File: config.mk
export PLATFORM = sky130hd
export DESIGN_NAME = npcnn_relu_pool
export DESIGN_NICKNAME = d
export VERILOG_FILES = /design/src/rtl/npcnn_relu_pool.sv
export SDC_FILE = /design/constraint.sdc
export NUM_CORES = 1
export LEC_CHECK = 0
export BUFFER_PORTS_ARGS = -buffer_cell sky130_fd_sc_hd__buf_2
export CORE_MARGIN = 10
export CORE_UTILIZATION = 54
export CTS_BUF_LIST = sky130_fd_sc_hd__clkbuf_4 sky130_fd_sc_hd__clkbuf_8
export DETAILED_ROUTE_END_ITERATION = 7
export HOLD_SLACK_MARGIN = 0.06
export PLACE_DENSITY = 0.79
export SLEW_MARGIN = 20
export SYNTH_ARGS = -nofsm -noshare
export SYNTH_HDL_FRONTEND = slang
export SYNTH_SLANG_ARGS = --single-unit
export TNS_END_PERCENT = 5
File: constraint.sdc
create_clock -name clk -period 3.9 [get_ports clk]
set_clock_uncertainty 0.15 [all_clocks]
set_input_delay 0.195 -clock clk [delete_from_list [all_inputs] [get_ports clk]]
set_output_delay 0.195 -clock clk [all_outputs]
set_load 0.05 [all_outputs]
File: src/rtl/npcnn_relu_pool.sv
// ReLU followed by non-overlapping PS x PS max pooling over a raster-ordered conv frame.
// A single row of partial window maxima replaces full-frame storage.
module npcnn_relu_pool #(
  parameter int OS = 4,
  parameter int PS = 2,
  parameter int DW = 20
) (
  input  logic          clk,
  input  logic          rst,
  input  logic          clr,
  input  logic [DW-1:0] in_data,
  input  logic          in_valid,
  output logic          in_ready,
  output logic [DW-1:0] out_data,
  output logic          out_valid,
  input  logic          out_ready,
  output logic          frame_done,
  output logic          busy
);

  localparam int NP   = OS / PS;
  localparam int SPAN = PS * NP;
  localparam int CW   = (OS > 1) ? $clog2(OS) : 1;
  localparam int KW   = (NP > 1) ? $clog2(NP) : 1;

  logic [CW-1:0] r_q, r_d, c_q, c_d;
  logic [DW-1:0] lb_q [NP];
  logic [DW-1:0] lb_d [NP];
  logic [DW-1:0] out_data_q, out_data_d;
  logic          out_valid_q, out_valid_d;
  logic          frame_done_q, frame_done_d;
  logic          busy_q, busy_d;

  logic          accept, in_range, win_first, win_last, last_col, last_row;
  logic [DW-1:0] relu_v, lb_k, max_v;
  logic [KW-1:0] k;

  assign in_ready  = !rst && !clr && (!out_valid_q || out_ready);
  assign accept    = in_valid && in_ready;
  assign relu_v    = in_data[DW-1] ? '0 : in_data;
  assign k         = KW'(32'(c_q) / PS);
  assign in_range  = (32'(r_q) < SPAN) && (32'(c_q) < SPAN);
  assign win_first = (32'(r_q) % PS == 0) && (32'(c_q) % PS == 0);
  assign win_last  = (32'(r_q) % PS == PS - 1) && (32'(c_q) % PS == PS - 1);
  assign last_col  = (c_q == CW'(OS - 1));
  assign last_row  = (r_q == CW'(OS - 1));
  assign lb_k      = lb_q[k];
  // Both operands are post-ReLU, so an unsigned compare is exact.
  assign max_v     = (relu_v > lb_k) ? relu_v : lb_k;

  always_comb begin
    r_d          = r_q;
    c_d          = c_q;
    lb_d         = lb_q;
    out_data_d   = out_data_q;
    out_valid_d  = out_valid_q && !out_ready;
    frame_done_d = 1'b0;
    busy_d       = busy_q;
    if (accept) begin
      busy_d = 1'b1;
      if (last_col) begin
        c_d = '0;
        if (last_row) begin
          r_d          = '0;
          frame_done_d = 1'b1;
          busy_d       = 1'b0;
        end else begin
          r_d = r_q + 1'b1;
        end
      end else begin
        c_d = c_q + 1'b1;
      end
      if (in_range) begin
        // The closing element of a window goes straight to the output register.
        if (win_last) begin
          out_data_d  = max_v;
          out_valid_d = 1'b1;
        end else if (win_first) begin
          lb_d[k] = relu_v;
        end else begin
          lb_d[k] = max_v;
        end
      end
    end
  end

  always_ff @(posedge clk) begin
    if (rst || clr) begin
      r_q          <= '0;
      c_q          <= '0;
      for (int i = 0; i < NP; i++) lb_q[i] <= '0;
      out_data_q   <= '0;
      out_valid_q  <= 1'b0;
      frame_done_q <= 1'b0;
      busy_q       <= 1'b0;
    end else begin
      r_q          <= r_d;
      c_q          <= c_d;
      lb_q         <= lb_d;
      out_data_q   <= out_data_d;
      out_valid_q  <= out_valid_d;
      frame_done_q <= frame_done_d;
      busy_q       <= busy_d;
    end
  end

  assign out_data   = out_data_q;
  assign out_valid  = out_valid_q;
  assign frame_done = frame_done_q;
  assign busy       = busy_q;

endmodule
Word level (Yosys, flattened, before mapping)
Index checks and enable logic that the tools add are counted.

operators by class
  bitwise gates (word level) = 4
  equality and inequality tests = 2
  reductions and logical operators = 19
  magnitude comparators = 3
  add/subtract/negate cells = 2
  mux-type cells = 17

operator list
  operator               number
  $mux W20               5
  $bwmux W40             2
  $logic_not A32 Y1      2
  $mux W40               1
  $demux W20 S1          1
  $gt A19 B20 Y1         1
  $mux W19               1
  $logic_and A1 B1 Y1    7
  $reduce_and A2 Y1      3
  $mux W1                5
  $add A2 B1 Y2 const B  2
  $eq A2 B2 Y1 const B   2
  $logic_not A1 Y1       4
  $mux W2                2
  $not A1 Y1             3
  $reduce_or A3 Y1       1
  $ge A2 B2 Y1 const B   1
  $logic_or A1 B1 Y1     2
  $lt A2 B1 Y1 const B   1
  $not A1 Y2             1

storage, ports and cells
  bits in registers = 67
  input bits = 25

Logic depth before layout (Yosys ltp)
Gate-level depths: netlist (run 1).

  word-level depth = 8
  gate-level depth with buffers = 14
  mapped depth without buffers = 11

Worst setup path after synthesis (run 1)
OpenSTA, ideal clock, no wires.

  kind = reg2reg
  start point = register c_q[1]
  end point = register lb_q[18] (netlist bit)
  clock period less this slack = 4,104 ps
  path slack = -204 ps
  cell stages (with the launch flop) = 15
  data arrival time = 3,884 ps
  required time = 3,680 ps
  cell sequence = dfxtp_1 buf_6 clkbuf_1 clkbuf_1 mux2i_1 ha_1 and4_1 nand4_1 or4_4 nor2_4 inv_1 a21oi_4 buf_12 mux2_1 a21oi_1

on the way
  word-level cells in the longest chain between the ends = 8

RTL lines
  what                                         RTL line    source
  start, declared                              26          logic [CW-1:0] r_q, r_d, c_q, c_d;
  start signal, assigned                       90          c_q <= '0;
  start signal, assigned                       98          c_q <= c_d;
  $not A1 Y2 (not written as such) *           47, 79, 81
  $mux W20 (not written as such) (3 in a row)  47          assign lb_k = lb_q[k];
  $gt A19 B20 Y1                               49          assign max_v = (relu_v > lb_k) ? relu_v : lb_k;
  $mux W20                                     49
  $bwmux W40                                   81          lb_d[k] = max_v;
  $mux W40 *                                   78          end else if (win_first) begin
  end signal, assigned                         99          lb_q <= lb_d;
  end, declared                                27          logic [DW-1:0] lb_q [NP];

Every way passes the cells marked *; elsewhere a longest branch is shown, timed or not. The select of a mux whose other input is x is not followed.
A chain may end at the register's enable or synchronous reset.

Final worst setup path (run 1)
  start point = register c_q[1]
  end point = register out_data_q[15], in the netlist out_data[15]

on the way
  word-level cells in the longest chain between the ends = 6

RTL lines
  what                                           RTL line  source
  $not A1 Y2 (not written as such) *             47
  $mux W20 (not written as such) * (3 in a row)  47
  $gt A19 B20 Y1                                 49
  $mux W20 *                                     49
  end signal, assigned                           100       out_data_q <= out_data_d;
  end, declared                                  29        logic [DW-1:0] out_data_q, out_data_d;

Marks and branches as above.

==> qor.yml, run 1 <==
critical_path:
  cp_cell_sequence: "buf_12, mux2i_1, ha_1, and4_1, nand4_1, or4_4, o211ai_2, nand2_4, mux2i_1, a22o_1"
  cp_data_required_time_ns: 3.99
  endpoint_kind: "register"
  crit_fanout: 25
  cp_slowest_stage_delay_ns: 0.61
  crit_top_cell: "mux2i_1"
  rr_worst_depth: 10
  worstSetupPathType: "reg2reg"
  slowest_stage: "or4_4"
  worstPathArrival_ns: 3.55
  cp-start-kind: "register"
clocking:
  tritoncts: "yes"
  cts_resized: 0
  htreeDepth: 3
  clock_sinks: 67
  clkTransAtPathRegs_ns: 0.07
  numCtsBuffers: 9
  post_cts_buffers: 0
  clk_path_buf_depth: 2
  hold_buffers: 2
  clock_latency_ns: 0.35
  clockRootBuffer: "clkbuf_8"
global_routing:
  grt_use_met2_pct: 27.8
  top_usage_layer: "met2"
  grtUsageTotal_pct: 17.1
  grt_pass1_vias: 2825
  use_met3_pct: 4.19
  grt_pass1_wl_um: 14000
  antenna_found_initial: 0
  grtUsageMet1_pct: 20.5
  grt_start_max_net_pins: 45
  grt-ovfl-total: 0
synth:
  synth-edff-count: 0
  ys_warn_count: 0
  syn_area_per_cell_um2: 9.15
  synthMostInstantiatedCell: "dfxtp_1"
  async_flop_share_pct: 0
  ys_seq_elements: 67
  synth_flop_cell: "dfxtp_1"
  postSynthCellCount: 381
  synth_cell_types: 42
  syn_area_um2: 3480
  yosysSeqAreaShare_pct: 38.5
  synth_area_leaders: "dfxtp_1, mux2i_1, ha_1"
  synth_top_cell_area_share_pct: 38.5
  synth_fp_nets: 425
  synth_top_area_cell: "dfxtp_1"
  synthTopCellsByCount: "dfxtp_1, a21oi_1, mux2i_1"
power:
  ir_worst_vdd_mv: 0.259
  leakagePower_uw: 0.00165
  power_density_nw_per_um2: 362
placement:
  hpwl_um: 5950
  numPortBuffers: 48
  finalWeightedCongestion: 0.811
sta:
  worstMarginPinSlew_ns: 1.01
  finalCritPeriodShare_pct: 88.8
  max_slew_margin_pct: 32.3
  finalSetupViolCount: 0
  maxClockFrequency_mhz: 289
  tns_ns: 0
  fin_crit_ns: 3.46
  final_hold_viol_count: 0
  rsz0062_at_grt: "false"
  slew_violations: 0
die:
  dieArea_um2: 10100
  start_util_pct: 55.2
  fp-row-count: 29
  die_h_um: 100
  pin_count: 49
  dieWidth_um: 100
  core_area_um2: 6310
worst_hold_path:
  hold_class: "in2reg"
  holdPathStages: 4
drt:
  drt_first_pass_iters: 5
  drcViolationCount: 0
  vias: 2948
  viasPerCell: 5.84
  ant_nets: 0
  drt-initial-drc-count: 173
  avgRoutedWirePerCell_um: 16.9
  drt-total-wl_um: 8530
final_layout:
  fin_util_pct: 62.9
  diodes: 0
  drive_gt1_share_pct: 20.6
  synthToLayoutAreaGrowth_pct: 14.0
  nets: 469
run:
  maxCapViolCount: 0
status:
  outcome: "completed"
==> state kept, by name, summed over array words and instances, names as in the netlist <==
name        flops
lb_q           40
busy            1
c_q             2
frame_done      1
r_q             2
out_data       20
out_valid       1
==> final cells by class <==
type	instances	area (um^2)
Multi-Input combinational cell	273	1970
Clock inverter	3	40.0
Sequential cell	67	1340
Fill cell	555	2340
Clock buffer	11	145
Timing Repair Buffer	55	310
Tap cell	77	96.3
Inverter	19	71.3
==> critical path: cells and delay by family, from the launching register on <==
family,cells,cell delay [ns]
adder cells (fa/ha/maj),1,0.20
multiplexers,2,0.52
flip-flops,1,0.36
buffers and inverters,1,0.22
AO/OA/AOI/OAI,2,0.64
AND/OR/NAND/NOR,4,1.24
==> power breakdown <==
part	switching, uW	internal (uW)	leakage, uW
Sequential	4.17	690	0.000541
Combinational	112	72.9	0.00101
Clock	249	311	0.0000985
Total	365	1070	0.00165
==> per-stage QoR <==
step	setup slack [ns]	hold slack (ns)	cells	total power [uW]	cell area, um^2
2_1_floorplan	0.182	0.229	381	845	3490
3_3_place_gp	0.585	0.270	489	887	3770
3_5_place_dp	0.450	0.273	489	890	3770
4_1_cts	0.448	0.131	505	1450	3970
5_1_grt	0.239	0.155	505	1500	3970
6_report	0.436	0.146	505	1440	3970
==> path summary, 6_finish.rpt <==
kind | startpoint | endpoint | slack (ns)
setup / recovery | c_q[1]$_SDFFE_PP0P_ | out_data[15]$_SDFFE_PP0P_ | 0.44
setup reg to reg | c_q[1]$_SDFFE_PP0P_ | out_data[15]$_SDFFE_PP0P_ | 0.44
hold reg to reg | lb_q[19]$_SDFFE_PP0P_ | lb_q[19]$_SDFFE_PP0P_ | 0.28
hold / removal | in_data[5] | lb_q[5]$_SDFFE_PP0P_ | 0.15
==> cells in the final DEF (no fill, tap or decap), drive strengths merged, types with 2 or more instances in the layout <==
cell type / count
a21oi: 39
a22o: 12
a31oi: 3
a32oi: 6
and2: 2
and3: 5
and4: 2
buf: 53
clkbuf: 11
clkinv: 2
dfxtp: 67
dlygate4sd3: 2
ha: 19
inv: 19
mux2: 13
mux2i: 39
nand2: 11
nand2b: 14
nand3: 30
nand4: 2
nor2: 9
nor2b: 10
o21ai: 43
o31ai: 2
xnor2: 2
==> kinds of logic (layout without fill, tap and decap cells) <==
group / after synthesis / in the layout / share of synthesized area [%]
adders and majority gates: 20 / 20 / 7.11
DFF: 67 / 67 / 38.5
and+or+nand+nor: 89 / 89 / 14.2
muxes: 52 / 52 / 15.6
AOI/OAI and AO/OA: 110 / 110 / 18.9
buffers and inverters: 41 / 88 / 5.13
xor gates and xnor gates: 2 / 2 / 0.503
==> routing by layer <==
metal | share of wire [%] | wire [um]
met1 | 44 | 3790
met2 | 47 | 4010
met3 | 6.4 | 548
met4 | 2.2 | 184
met5 | 0 | 0
Power figures use the tool's default switching activity.
==> run 2, diff against run 1 <==
- CTS_CLUSTER_DIAMETER: not set -> 150
- PLACE_DENSITY: 0.79 -> 0.81
==> run 2 against run 1 <==
Against the previous run: critical path depth rose by 2; routed wire length is 2.5% higher; via count up 3.4%; clock power is 4.5% lower; first-iteration DRC count is 2.3% higher; worst hold slack better by 0.011 ns; non-clock buffer count unchanged; final cell count rose by 0.40%; critical endpoint is now lb_q[26]$_SDFFE_PP0P_.
==> qor.yml, run 2 (synthesis results as in run 1) <==
power:
  ir_worst_vdd_mv: 0.196  # -24%
  power_density_nw_per_um2: 357  # -1.6%
  power_uw: 1420  # -1.6%
  leakagePower_uw: 0.00165  # +0.15%
sta:
  worstMarginPinSlew_ns: 0.992  # -0.0198 ns
  max_slew_margin_pct: 33.6  # +1.3 points
  finalCritPeriodShare_pct: 91.4  # +2.6 points
  slew_violations: 0  # unchanged
  rsz0062_at_grt: "false"
  finalSetupViolCount: 0  # unchanged
  fin_crit_ns: 3.57  # +0.102 ns
  final_hold_viol_count: 0  # unchanged
  maxClockFrequency_mhz: 280  # -2.9%
  layout_setup_ws_ns: 0.334  # -0.102 ns
  hold_slack_ns: 0.157  # +0.0113 ns
  tns_ns: 0  # unchanged
final_layout:
  final_common_cell: "dfxtp_1"
  final_area_um2: 3970  # about the same
  drive_gt1_share_pct: 20.9  # +0.37 points
  synthToLayoutAreaGrowth_pct: 13.9  # about the same
  largest_reg_flops: 40  # unchanged
  nets: 469  # unchanged
  final_cell_mix: "dfxtp_1, buf_2, a21oi_1, mux2i_1"
  diodes: 0  # unchanged
  regMostFlops: "lb_q"
die:
  pin_count: 49  # unchanged
  core_area_um2: 6310  # unchanged
  fp-row-count: 29  # unchanged
  dieWidth_um: 100  # unchanged
  dieArea_um2: 10100  # unchanged
  die_h_um: 100  # unchanged
  start_util_pct: 55.2  # unchanged
global_routing:
  grt_start_max_net_pins: 26  # -42%
  grt_pass1_vias: 3097  # +9.6%
  grt_pass1_wl_um: 14600  # +4.3%
  grt-ovfl-total: 0  # unchanged
  antenna_found_initial: 0  # unchanged
  grtUsageTotal_pct: 17.7  # +0.60 points
clocking:
  post_cts_buffers: 0  # unchanged
  htreeDepth: 3  # unchanged
  clockRootBuffer: "clkbuf_8"
  tritoncts: "yes"
  numCtsBuffers: 9  # unchanged
  clkTransAtPathRegs_ns: 0.07  # about the same
  clock_latency_ns: 0.34  # about the same
  clock_sinks: 67  # unchanged
  clk_path_buf_depth: 2  # unchanged
drt:
  ant_nets: 0  # unchanged
  drt-total-wl_um: 8750  # +2.5%
  drcViolationCount: 0  # unchanged
  vias: 3048  # +3.4%
  drt_first_pass_iters: 5  # unchanged
  avgRoutedWirePerCell_um: 17.3  # +2.1%
  viasPerCell: 6.01  # +3.0%
  drt-initial-drc-count: 177  # +2.3%
placement:
  place_area_um2: 3770  # unchanged
  finalWeightedCongestion: 0.840  # +3.7%
  pre_cts_slack_ns: 0.345  # -0.105 ns
  hpwl_um: 6270  # +5.4%
  numPortBuffers: 48  # unchanged
critical_path:
  cp-start-kind: "register"
  cp_slowest_stage_delay_ns: 0.60  # about the same
  crit_fanout: 15  # -40%
  critical_path_buf_inv_count: 3  # +2
  slowest_stage: "or4_4"
  worstSetupPathType: "reg2reg"
  cp_data_required_time_ns: 4.00  # about the same
  cp_cell_sequence: "buf_4, mux2i_1, ha_1, and2_1, nand4_1, or4_4, nor2_4, inv_1, a21oi_4, buf_12, mux2_2, o21ai_0"
  crit_family: "simple AND/OR/NAND/NOR gates"
  endpoint_kind: "register"
  worstPathArrival_ns: 3.67  # +0.12 ns
status:
  outcome: "completed"
run:
  maxCapViolCount: 0  # unchanged
worst_hold_path:
  hold_class: "in2reg"
-- run 2: cell types whose count changed in the layout (fill, tap and decap cells not counted) --
cell,delta
bufinv_16,-1
clkbuf_8,+1
clkbuf_4,+2
-- run 2: metrics by stage --
stage	std cells	util [%]
2_1_floorplan	381	-
3_3_place_gp	489	59.7
3_5_place_dp	489	59.7
4_1_cts	507	62.9
5_1_grt	507	62.9
6_report	507	62.9
-- run 2: where the power goes --
group	switching, uW	total [uW]	internal [uW]	leakage (uW)
combinational	113	187	74.0	0.00101
clock	249	534	285	0.000101
sequential	3.94	694	690	0.000541
total	366	1420	1050	0.00165
-- run 2: area by class of cell --
cell class	count	area [um^2]
timing repair buffer	55	310
tap	77	96.3
sequential	67	1340
inverter	19	71.3
multi-input combinational	273	1970
clock buffer	14	174
clock inverter	2	10.0
fill	538	2340
-- run 2: worst paths after layout --
path	from	to	slack [ns]	cells after the start
max	c_q[1]$_SDFFE_PP0P_	lb_q[26]$_SDFFE_PP0P_	0.33	12
min	in_data[5]	lb_q[5]$_SDFFE_PP0P_	0.16	4
max reg2reg	c_q[1]$_SDFFE_PP0P_	lb_q[26]$_SDFFE_PP0P_	0.33	12
min reg2reg	lb_q[19]$_SDFFE_PP0P_	lb_q[19]$_SDFFE_PP0P_	0.31	2
-- run 2: metal layers --
layer / share of wire [%] / track usage (%)
met1: 43 / 20.8
met2: 49 / 29.5
met3: 6.9 / 4.67
met4: 1.5 / 8.04
met5: 0 / 0
-- run 2: timing repair --
action / CTS / global route
hold endpoints to repair: 2 / 0
hold buffers: 2 / 0
resized for setup: 0 / 0
-- run 2: worst reg2reg max path, delay by kind of cell (launching register included) --
kind / cells / cell delay, ns
AOI/OAI and AO/OA: 2 / 0.49
adders and majority gates: 1 / 0.20
buffers and inverters: 3 / 0.57
DFF: 1 / 0.33
muxes: 2 / 0.68
and+or+nand+nor: 4 / 1.08
==> run 3, diff against run 2 <==
- PLACE_DENSITY: 0.81 -> 0.78
- clock period: 3.9 -> 3.6 ns (I/O delays scaled with it)
==> run 3 against run 2 <==
Against the previous run: critical path depth unchanged; sequential power increased by 8.5%; final cell count increased by 1.2%; via count decreased by 2.0%; design area increased by 2.3%; sequential share of layout area decreased by 0.73 points; flip-flop and latch count unchanged; power increased by 9.2%; routed wire length decreased by 0.99%; clock power increased by 9.2%; critical endpoint is now lb_q[18]$_SDFFE_PP0P_; largest cell class unchanged; highest routed layer unchanged.
==> qor.yml, run 3 (synthesis results as in run 1) <==
critical_path:
  cp_cell_sequence: "buf_12, mux2i_1, ha_1, and2_1, nand4_1, or4_4, nor2_4, o22ai_1, a21oi_4, buf_12, mux2_1, a21oi_1"
  worstSetupPathType: "reg2reg"
  r2r-end: "lb_q[18]$_SDFFE_PP0P_"
  crit_fanout: 16  # +1
  cp_slowest_stage_delay_ns: 0.60  # about the same
  cp-start-kind: "register"
  slowest_stage: "or4_4"
  endpoint_kind: "register"
  rrSetupSlack_ns: 0.19  # -0.14 ns
  reg2reg_from: "c_q[1]$_SDFFE_PP0P_"
  cp-endpoint: "lb_q[18]$_SDFFE_PP0P_"
  cp_data_required_time_ns: 3.71  # -0.29 ns
  crit_top_cell: "buf_12"
  worstPathArrival_ns: 3.52  # -0.15 ns
  rr_worst_depth: 12  # unchanged
  critPathLaunch: "c_q[1]$_SDFFE_PP0P_"
final_layout:
  nets: 475  # +1.3%
  diodes: 0  # unchanged
  synthToLayoutAreaGrowth_pct: 16.6
  final-instance-count-excl-fill: 513  # +1.2%
  largest_reg_flops: 40  # unchanged
  final_cell_mix: "dfxtp_1, buf_2, a21oi_1, mux2i_1"
  final.fill_count: 533  # -0.93%
  regMostFlops: "lb_q"
  final_common_cell: "dfxtp_1"
  final_area_um2: 4060  # +2.3%
  drive_gt1_share_pct: 22.9  # +2.0 points
placement:
  dpl.cell_count: 493  # +0.82%
  numPortBuffers: 48  # unchanged
  hpwl_um: 6290  # +0.26%
  place_area_um2: 3820  # +1.5%
  finalWeightedCongestion: 0.793  # -5.7%
drt:
  avgRoutedWirePerCell_um: 16.9  # -2.2%
  drt_first_pass_iters: 4  # -1
  ant_nets: 0  # unchanged
  drcViolationCount: 0  # unchanged
  drt-total-wl_um: 8660  # -0.99%
  drt-initial-drc-count: 249  # +41%
  vias: 2986  # -2.0%
  viasPerCell: 5.82  # -3.2%
sta:
  slew_violations: 0  # unchanged
  max_slew_margin_pct: 51.1  # +17 points
  maxClockFrequency_mhz: 294  # +4.7%
  finalCritPeriodShare_pct: 94.6  # +3.2 points
  rsz0062_at_grt: "false"
  finalSetupViolCount: 0  # unchanged
  final_hold_viol_count: 0  # unchanged
  tns_ns: 0  # unchanged
  fin_crit_ns: 3.41  # -0.159 ns
  worstMarginPinSlew_ns: 0.734  # -0.258 ns
status:
  outcome: "completed"
die:
  die_h_um: 100  # unchanged
  dieArea_um2: 10100  # unchanged
  core_area_um2: 6310  # unchanged
  start_util_pct: 55.2  # unchanged
  pin_count: 49  # unchanged
  fp-row-count: 29  # unchanged
  dieWidth_um: 100  # unchanged
clocking:
  clkTransAtPathRegs_ns: 0.07  # about the same
  clockRootBuffer: "clkbuf_8"
  clock_latency_ns: 0.35  # about the same
  clock_sinks: 67  # unchanged
  tritoncts: "yes"
  clk_path_buf_depth: 2  # unchanged
  htreeDepth: 3  # unchanged
  numCtsBuffers: 9  # unchanged
global_routing:
  grt_pass1_vias: 2926  # -5.5%
  grt-ovfl-total: 0  # unchanged
  grt_start_max_net_pins: 45  # +73%
  grtUsageTotal_pct: 17.5  # -0.17 points
  grt_pass1_wl_um: 14500  # -0.80%
  antenna_found_initial: 0  # unchanged
power:
  power_uw: 1550  # +9.2%
  ir_worst_vdd_mv: 0.216  # +9.8%
  leakagePower_uw: 0.00169  # +2.4%
  power_density_nw_per_um2: 381  # +6.7%
run:
  maxCapViolCount: 0  # unchanged
worst_hold_path:
  hold_class: "in2reg"
run 3: power by group:
part / internal [uW] / switching, uW
clock network: 309 / 274
registers: 748 / 4.89
logic: 86.4 / 124
total: 1140 / 403
run 3: worst max-delay path, delay by kind of cell (launching register included):
family | cells | cell delay [ns]
AO/OA/AOI/OAI | 3 | 0.53
adder cells (fa/ha/maj) | 1 | 0.17
buffers and inverters | 2 | 0.35
flip-flops | 1 | 0.38
multiplexers | 2 | 0.69
AND/OR/NAND/NOR | 4 | 1.05
run 3: repair_timing:
action / in CTS / in global routing
setup buffers: 0 / 2
endpoints found under the setup margin: 0 / 15
hold buffers: 2 / 0
endpoints found under the hold margin: 2 / 0
gates resized for setup: 0 / 5
run 3: layout make-up:
class	count	area [um^2]	share of cell area, %
clock inverters	2	10.0	0.246
inverters	19	71.3	1.76
well taps	77	96.3	2.37
flip-flops and latches	67	1340	33.1
repair buffers	61	380	9.37
multi-input cells	273	1990	48.9
clock buffers	14	174	4.28
run 3: per-layer routing:
| layer | routed length (um) | vias up | global-route usage, % |
|---|---|---|---|
| met5 | 0 | - | 0 |
| met4 | 121 | 0 | 6.30 |
| met3 | 658 | 14 | 4.19 |
| met2 | 4140 | 87 | 28.5 |
| met1 | 3740 | 1407 | 22.0 |
| li1 | - | 1478 | - |
run 3: per-stage QoR:
stage | util [%] | worst slack (ns) | hold WS [ns]
after detailed placement | 60.5 | 0.113 | 0.282
after global placement | 60.5 | 0.250 | 0.269
after global routing | 64.3 | 0.0614 | 0.141
final | 64.3 | 0.193 | 0.121
after CTS | 63.8 | 0.107 | 0.123
after floorplan | - | 0.0646 | 0.214
run 3: worst min path at each step:
stage | slack, ns | cells past startpoint | startpoint | endpoint
after floorplan | 0.21 | 2 | in_valid | c_q[0]$_SDFFE_PP0P_
after global placement | 0.27 | 2 | lb_q[39]$_SDFFE_PP0P_ | lb_q[39]$_SDFFE_PP0P_
after detailed placement | 0.28 | 2 | lb_q[39]$_SDFFE_PP0P_ | lb_q[39]$_SDFFE_PP0P_
after CTS | 0.12 | 4 | in_data[3] | out_data[3]$_SDFFE_PP0P_
after global routing | 0.14 | 4 | in_data[3] | out_data[3]$_SDFFE_PP0P_
final | 0.12 | 4 | in_data[3] | out_data[3]$_SDFFE_PP0P_
